`src/rtl/vc_iter_muldiv.sv`:
```
// rtl/vc_iter_muldiv.sv - iterative one-bit-per-cycle multiply/divide unit with val/rdy handshakes
// Shift-add multiply and restoring divide share one accumulator and two shift registers.
module vc_iter_muldiv #(
    parameter int p_nbits = 32
) (
    input  logic               clk,
    input  logic               reset,
    input  logic               req_val,
    output logic               req_rdy,
    input  logic [2:0]         req_op,
    input  logic [p_nbits-1:0] req_a,
    input  logic [p_nbits-1:0] req_b,
    output logic               resp_val,
    input  logic               resp_rdy,
    output logic [p_nbits-1:0] resp_result
);

    localparam int N  = p_nbits;
    localparam int CW = (N > 2) ? $clog2(N) : 1;
    localparam logic [CW-1:0] LAST = CW'(N - 1);

    localparam logic [1:0] S_IDLE = 2'd0;
    localparam logic [1:0] S_CALC = 2'd1;
    localparam logic [1:0] S_DONE = 2'd2;

    localparam logic [2:0] OP_MUL  = 3'd0;
    localparam logic [2:0] OP_DIV  = 3'd1;
    localparam logic [2:0] OP_DIVU = 3'd2;
    localparam logic [2:0] OP_REM  = 3'd3;
    localparam logic [2:0] OP_REMU = 3'd4;

    logic [1:0]    state_q, state_d;
    logic [CW-1:0] cnt_q, cnt_d;
    logic [2:0]    op_q, op_d;
    logic [N-1:0]  acc_q, acc_d;
    logic [N-1:0]  x_q, x_d;
    logic [N-1:0]  y_q, y_d;
    logic [N-1:0]  a_q, a_d;
    logic          b_neg_q, b_neg_d;
    logic          b_zero_q, b_zero_d;
    logic [N-1:0]  result_q, result_d;

    logic          req_signed;
    logic [N-1:0]  a_abs, b_abs;
    logic          is_div;
    logic [N-1:0]  mul_sum;
    logic [N:0]    rem_sh, trial;
    logic [N-1:0]  div_acc, div_x;
    logic [N-1:0]  final_res;

    always_comb begin
        req_signed = (req_op == OP_DIV) || (req_op == OP_REM);
        a_abs      = (req_signed && req_a[N-1]) ? -req_a : req_a;
        b_abs      = (req_signed && req_b[N-1]) ? -req_b : req_b;
        is_div     = (op_q == OP_DIV) || (op_q == OP_DIVU) || (op_q == OP_REM) || (op_q == OP_REMU);

        mul_sum = acc_q + (y_q[0] ? x_q : '0);
        // Restoring step: the N+1-bit trial borrow decides the quotient bit.
        rem_sh  = {acc_q, x_q[N-1]};
        trial   = rem_sh - {1'b0, y_q};
        div_acc = trial[N] ? rem_sh[N-1:0] : trial[N-1:0];
        div_x   = {x_q[N-2:0], ~trial[N]};

        case (op_q)
            OP_MUL:  final_res = mul_sum;
            OP_DIVU: final_res = div_x;
            OP_REMU: final_res = div_acc;
            OP_DIV:  final_res = b_zero_q ? '1 :
                                 ((a_q[N-1] ^ b_neg_q) ? -div_x : div_x);
            OP_REM:  final_res = b_zero_q ? a_q :
                                 (a_q[N-1] ? -div_acc : div_acc);
            default: final_res = '0;
        endcase
    end

    always_comb begin
        state_d  = state_q;
        cnt_d    = cnt_q;
        op_d     = op_q;
        acc_d    = acc_q;
        x_d      = x_q;
        y_d      = y_q;
        a_d      = a_q;
        b_neg_d  = b_neg_q;
        b_zero_d = b_zero_q;
        result_d = result_q;

        case (state_q)
            S_IDLE: begin
                if (req_val) begin
                    op_d     = req_op;
                    a_d      = req_a;
                    b_neg_d  = req_signed & req_b[N-1];
                    b_zero_d = (req_b == '0);
                    acc_d    = '0;
                    x_d      = a_abs;
                    y_d      = b_abs;
                    cnt_d    = '0;
                    state_d  = S_CALC;
                end
            end
            S_CALC: begin
                if (is_div) begin
                    acc_d = div_acc;
                    x_d   = div_x;
                end else begin
                    acc_d = mul_sum;
                    x_d   = x_q << 1;
                    y_d   = y_q >> 1;
                end
                cnt_d = cnt_q + CW'(1);
                if (cnt_q == LAST) begin
                    cnt_d    = '0;
                    result_d = final_res;
                    state_d  = S_DONE;
                end
            end
            S_DONE: begin
                if (resp_rdy) begin
                    state_d = S_IDLE;
                end
            end
            default: state_d = S_IDLE;
        endcase
    end

    always_ff @(posedge clk or negedge reset) begin
        if (!reset) begin
            state_q  <= S_IDLE;
            cnt_q    <= '0;
            op_q     <= OP_MUL;
            acc_q    <= '0;
            x_q      <= '0;
            y_q      <= '0;
            a_q      <= '0;
            b_neg_q  <= 1'b0;
            b_zero_q <= 1'b0;
            result_q <= '0;
        end else begin
            state_q  <= state_d;
            cnt_q    <= cnt_d;
            op_q     <= op_d;
            acc_q    <= acc_d;
            x_q      <= x_d;
            y_q      <= y_d;
            a_q      <= a_d;
            b_neg_q  <= b_neg_d;
            b_zero_q <= b_zero_d;
            result_q <= result_d;
        end
    end

    assign req_rdy     = (state_q == S_IDLE);
    assign resp_val    = (state_q == S_DONE);
    assign resp_result = result_q;

endmodule

```
`config.mk`:
```
export PLATFORM = sky130hd
export DESIGN_NAME = vc_iter_muldiv
export DESIGN_NICKNAME = d
export VERILOG_FILES = /design/src/rtl/vc_iter_muldiv.sv
export SDC_FILE = /design/constraint.sdc
export NUM_CORES = 1
export LEC_CHECK = 0
export ABC_AREA = 0
export CELL_PAD_IN_SITES_DETAIL_PLACEMENT = 1
export CELL_PAD_IN_SITES_GLOBAL_PLACEMENT = 1
export CORE_UTILIZATION = 30
export CTS_BUF_LIST = sky130_fd_sc_hd__clkbuf_8 sky130_fd_sc_hd__clkbuf_16
export DETAILED_ROUTE_END_ITERATION = 16
export GPL_TIMING_DRIVEN = 1
export PLACE_DENSITY_LB_ADDON = 0.1
export SYNTH_ARGS = -nofsm -noshare
export SYNTH_HDL_FRONTEND = slang
export SYNTH_SLANG_ARGS = --single-unit
export TNS_END_PERCENT = 50
```
`constraint.sdc`:
```
create_clock -name clk -period 6.5 [get_ports clk]
set_input_delay 1.95 -clock clk [delete_from_list [all_inputs] [get_ports clk]]
set_output_delay 1.95 -clock clk [all_outputs]
set_load 0.01 [all_outputs]
```
* After elaboration in Yosys (flattened, before gate mapping)
Index checks and enable logic that the tools add are counted.
W data, S select, Z words.
** Operators by class
- Mux-type cells :: 25
- Reductions and logical operators :: 15
- Add/subtract/negate cells :: 7
- Bitwise gates (word level) :: 3
- Eq/ne operators :: 13
** Operators with widths (count)
- $mux W32 :: 13
- $pmux W32 S2 :: 3
- $pmux W32 S5 :: 1
- $neg A32 Y32 :: 4
- $sub A33 B32 Y33 :: 1
- $add A32 B32 Y32 :: 1
- $logic_not A32 Y1 :: 1
- $mux W5 :: 2
- $pmux W5 S2 :: 1
- $eq A3 B2 Y1 const B :: 3
- $eq A3 B1 Y1 const B :: 2
- $mux W2 :: 3
- $ne A2 B2 Y1 const B :: 3
- $pmux W2 S3 :: 1
- $reduce_and A2 Y1 :: 3
- $reduce_and A3 Y1 :: 2
- $add A5 B1 Y5 const B :: 1
- $eq A5 B5 Y1 const B :: 1
- $logic_or A1 B1 Y1 :: 4
- $eq A3 B3 Y1 const B :: 1
- $logic_not A3 Y1 :: 1
- $eq A2 B1 Y1 const B :: 1
- $eq A2 B2 Y1 const B :: 1
- $logic_and A1 B1 Y1 :: 2
- 7 further kinds :: 7
** Word-level totals
- Logic and storage cells :: 73
- Flip-flop bits (word level) :: 172
- Bits of input ports :: 71
- Output and inout bits :: 34

* Longest topological paths before layout
Gate-level depths: netlist of the first run.
- Depth in word-level cells :: 6
- Gate-level depth with buffers :: 26
- Depth with buffers taken out :: 23

* Least setup slack after synthesis of the first run
OpenSTA, ideal clock, no wires.
- Path type :: register to register
- From :: register x_q[31]
- To :: register result_q[24] (netlist: resp_result[24])
- Required time :: 6.353 ns
- Path buffers :: 3
- Setup slack :: 0.845 ns
- Setup time :: 0.147 ns
- Period minus slack after synthesis :: 5.655 ns
- Arrival time :: 5.509 ns
- Cell stages (with the launch flop) :: 25
- Cells stage by stage :: dfrtp_1 > inv_1 > ha_1 > fa_1 > and2b_1 > o31ai_1 > a2111o_1 > a211oi_4 > o211ai_1 > o211a_4 > inv_4 > buf_2 > clkbuf_1 > buf_2 > ha_1 > nand2b_1 > nor4_1 > nor4b_1 > a21oi_1 > a21oi_2 > o21ai_0 > a21oi_1 > o21ai_0 > a222oi_1 > o221ai_1
** Between the ends
- Word-level cells in the longest chain between the ends :: 6
- Elaborated cells on any way between the ends :: 10
- Classes of those cells :: 3 x add/sub; 6 x mux; 1 x bitwise
** Ends and longest elaborated chain
- from (decl) :: RTL line 36 : logic [N-1:0] x_q, x_d;
- from (signal assigned) :: RTL line 133 : x_q <= '0;
- from (signal assigned) :: RTL line 144 : x_q <= x_d;
- $sub A33 B32 Y33 :: RTL line 60 : trial = rem_sh - {1'b0, y_q};
- $mux W32 or $not A1 Y1 (tied branches) :: RTL line 61, 62
- $neg A32 Y32 (on tied branches) :: RTL line 71, 69
- $mux W32 (on tied branches) :: RTL line 71, 69
- $mux W32 (on tied branches) :: RTL line 70, 68
- $pmux W32 S5 (*) :: RTL line 64 : case (op_q)
- to (signal assigned) :: RTL line 149 : result_q <= result_d;
- to (decl) :: RTL line 41 : logic [N-1:0] result_q, result_d;
Mark *: on every way between the ends. The rest lies on a longest branch, timed or not.
A chain may end at the register's enable or synchronous reset.

* Final worst setup path of the first run
- From :: register acc_q[24]
- To :: register result_q[22] (netlist: resp_result[22])
** Between the ends
- Word-level cells in the longest chain between the ends :: 6
- Elaborated cells on any way between the ends :: 10
- Classes of those cells :: 3 x add/sub; 6 x mux; 1 x bitwise
** Ends and longest elaborated chain
- from (decl) :: RTL line 35 : logic [N-1:0] acc_q, acc_d;
- from (signal assigned) :: RTL line 132 : acc_q <= '0;
- from (signal assigned) :: RTL line 143 : acc_q <= acc_d;
- $sub A33 B32 Y33 (*) :: RTL line 60
- $mux W32 or $not A1 Y1 (tied branches) :: RTL line 61, 62
- $neg A32 Y32 (on tied branches) :: RTL line 71, 69
- $mux W32 (on tied branches) :: RTL line 71, 69
- $mux W32 (on tied branches) :: RTL line 70, 68
- $pmux W32 S5 (*) :: RTL line 64
Marked as above.

==> flow_metrics.tcl, run 1 <==
set metrics [dict create \
    cts.clk_slew.worst_paths_ns 0.08 \
    place_ws_ns 0.635 \
    io_buffers 104 \
    routedWlPerCell_um 23.3 \
    gp_congestion 0.904 \
    status "complete, no violations" \
    power_density_nw_per_um2 662 \
    critical_path_class "register to register" \
    cp_max_fo 9 \
    rsz0062_at_grt "false" \
    fp.dieW_um 231 \
    cts_hold_buf 0 \
    place_hpwl_mm 50.6 \
    cpPeakStageDelay_ns 1.04 \
    clock_path_buffers 2 \
    cap_violations 0 \
    slew_violations 0 \
    fin_setup_tns_ns 0 \
    crit_slowest_cell "o31ai_1" \
    yosysSeqAreaShare_pct 27.4 \
    cp_data_arrival_time_ns 6.05 \
    fin_crit_sh_pct 87.3 \
    initial_core_util_pct 30.5 \
    fin_ws_ns 0.828 \
    numCtsBuffers 17 \
    leakage_nw 7.43 \
    crit_top_cell "o21ai_0" \
    die_h_um 231 \
    yosysUniqueCellTypes 88 \
    cts-resized-gates 0 \
    ios 105 \
    cp-end-kind "register" \
    avgSynthCellArea_um2 7.45 \
    cts_tree "built" \
    crit_required_ns 6.88 \
    syn_inst 2109 \
    grt_usage_pct 25.4 \
    drt_wl_total_mm 66.4 \
    grt_pass1_vias 16970 \
    cp-start-kind "register" \
    tightest_slew_ns 1.26 \
    vias 16388 \
    path_cells "ha_1 -> a21oi_1 -> o21ai_0 -> a211oi_1 -> o31ai_1 -> nand2_1 -> o211a_4 -> inv_4 -> ha_1 -> nand2b_1 -> nor4_1 -> nor4b_1 -> buf_4 -> a21oi_1 -> a21oi_2 -> buf_4 -> o21ai_0 -> a222oi_1 -> o31ai_1 -> a221oi_1 -> o21ai_0" \
    synth_edf_count 0 \
    synth.top_cell.area_share_pct 27.4 \
    layout_min_cycle_time_ns 5.67 \
    drtAntennaViolNets 0 \
    finClkSkew_ns 0.0104 \
    die-area_um2 53300 \
    synth_area_leaders "dfrtp_1, o21ai_0, nand2_1" \
    num_rows 83 \
    finalHoldViolations 0 \
    antenna_found_initial 2 \
    synth-seq-cells 172 \
    mappedNetlistNets 2251 \
    via_per_inst 5.76 \
    fmax_mhz 176 \
    synthFlopType "dfrtp_1" \
    drc 0 \
    drtIter0Drc 1012 \
    globalRouteOverflowTotal 0 \
    synthArstFlopShare_pct 100 \
    coreArea_um2 51500 \
    firstDrtPassIters 5 \
    htree_levels 4 \
    grt_max_degree 89 \
    worstSkewPairLatency_ns 0.51 \
    cts_root_buf "clkbuf_16" \
    synthToLayoutAreaGrowth_pct 15.2 \
    cts_setup_buffers 0 \
    max-vdd-ir-drop_v 0.000296 \
    yosysWarnings 0 \
    netlist_area_um2 15700 \
    setup_viol 0 \
    relSlewSlack_pct 15.4 \
    num-nets-final 2296 \
    hold_class "register to register" \
    grt_first_pass_wirelength_mm 103 \
    cts.sinks 172 \
    drive_gt1_share_pct 5.77 \
    synth_area_leader_cell "dfrtp_1" \
    power_mw 12.0 \
]
-- logic make-up (layout without fill, tap and decap cells) --
| family | after synthesis | after routing | share of synthesized area (%) |
|---|---|---|---|
| other | 0 | 1 | 0 |
| xor gates and xnor gates | 141 | 141 | 7.86 |
| muxes | 44 | 44 | 2.92 |
| buffers and inverters | 191 | 247 | 4.67 |
| DFF | 172 | 172 | 27.4 |
| AOI/OAI and AO/OA | 738 | 738 | 29.2 |
| adders and majority gates | 71 | 71 | 5.75 |
| and+or+nand+nor | 752 | 752 | 22.3 |
-- through the flow --
stage	cell area, um^2	utilization (%)	instances	hold slack [ns]
3_3_place_gp	17500	34.1	2815	0.469
5_1_grt	18100	35.1	2845	0.527
3_5_place_dp	17500	34.1	2815	0.469
2_1_floorplan	15700	-	2109	0.440
6_report	18100	35.2	2846	0.483
4_1_cts	18100	35.1	2845	0.488
-- power breakdown --
part	leakage, nW	total, mW	switching [mW]	internal [mW]
registers	2.19	2.21	0.670	1.54
logic	4.97	8.69	5.53	3.16
clock network	0.264	1.08	0.530	0.546
total	7.43	12.0	6.73	5.25
-- cell type report --
type	instances	area, um^2
diodes	1	2.50
clock buffers	19	453
clock inverters	11	113
fillers	6316	33400
inverters	67	254
multi-input cells	1746	10700
flip-flops and latches	172	4300
well taps	680	851
repair buffers	150	1400
-- placed cells by master, fill, tap and decap left out, drive strengths merged, types with 15 or more instances in the layout --
master	count
nand2	303
o21ai	255
a21oi	203
dfrtp	172
nor2	171
clkdlybuf4s50	103
xnor2	78
ha	69
inv	68
xor2	63
nand3	58
and2	53
a22oi	47
buf	47
mux2i	35
o31ai	31
nor3	29
a21o	28
or3	25
a31oi	22
clkbuf	19
nor4	16
or4	15
-- cells in the mapped netlist, types with 16 or more instances --
cell	instances
a21o_1	28
a21oi_1	201
a22oi_1	47
a31oi_1	22
and2_1	50
clkbuf_1	106
dfrtp_1	172
ha_1	69
inv_1	65
mux2i_1	33
nand2_1	303
nand3_1	57
nor2_1	171
nor3_1	29
nor4_1	16
o21ai_0	253
o31ai_1	29
or3_1	25
xnor2_1	78
xor2_1	63
-- path summary, 6_finish.rpt --
| check | start | to | slack, ns | cells after the start |
|---|---|---|---|---|
| max | acc_q[24]$_DFFE_PN0P_ | resp_result[22]$_DFFE_PN0P_ | 0.83 | 21 |
| min | a_q[6]$_DFFE_PN0P_ | a_q[6]$_DFFE_PN0P_ | 0.48 | 2 |
| max reg2reg | acc_q[24]$_DFFE_PN0P_ | resp_result[22]$_DFFE_PN0P_ | 0.83 | 21 |
| min reg2reg | a_q[6]$_DFFE_PN0P_ | a_q[6]$_DFFE_PN0P_ | 0.48 | 2 |
| max in group asynchronous | reset | a_q[1]$_DFFE_PN0P_ | 3.94 | 2 |
| min in group asynchronous | reset | x_q[28]$_DFFE_PN0P_ | 1.49 | 1 |
-- flip-flops by register name, indices dropped and copies added (netlist names) --
signal,flops
a_q,32
acc_q,32
b_neg_q,1
b_zero_q,1
cnt_q,5
op_q,3
resp_result,32
state_q,2
x_q,32
y_q,32
-- worst max-delay path: cells and delay by family, from the launching register on --
kind	cells	cell delay (ns)
DFF	1	0.47
and+or+nand+nor	4	0.98
adders and majority gates	2	0.66
AOI/OAI and AO/OA	12	2.96
buffers and inverters	3	0.44
-- routing by layer --
layer | track usage [%] | wire length (um) | up-vias
met5 | 0 | 0 | -
met4 | 7.12 | 1370 | 0
met3 | 3.45 | 2630 | 62
met2 | 43.8 | 32400 | 318
met1 | 32.9 | 29900 | 8277
li1 | - | - | 7731
Note: power is estimated with default switching activity, not from simulation.
==> run 2, diff against run 1 <==
--- a/config.mk
+++ b/config.mk
@@ -10,6 +10,7 @@
 export CELL_PAD_IN_SITES_GLOBAL_PLACEMENT = 1
 export CORE_UTILIZATION = 30
 export CTS_BUF_LIST = sky130_fd_sc_hd__clkbuf_8 sky130_fd_sc_hd__clkbuf_16
+export CTS_CLUSTER_SIZE = 28
 export DETAILED_ROUTE_END_ITERATION = 16
 export GPL_TIMING_DRIVEN = 1
 export PLACE_DENSITY_LB_ADDON = 0.1
==> results of run 2 <==
Same layout as run 1: the final DEF is identical, and so are final timing and power.
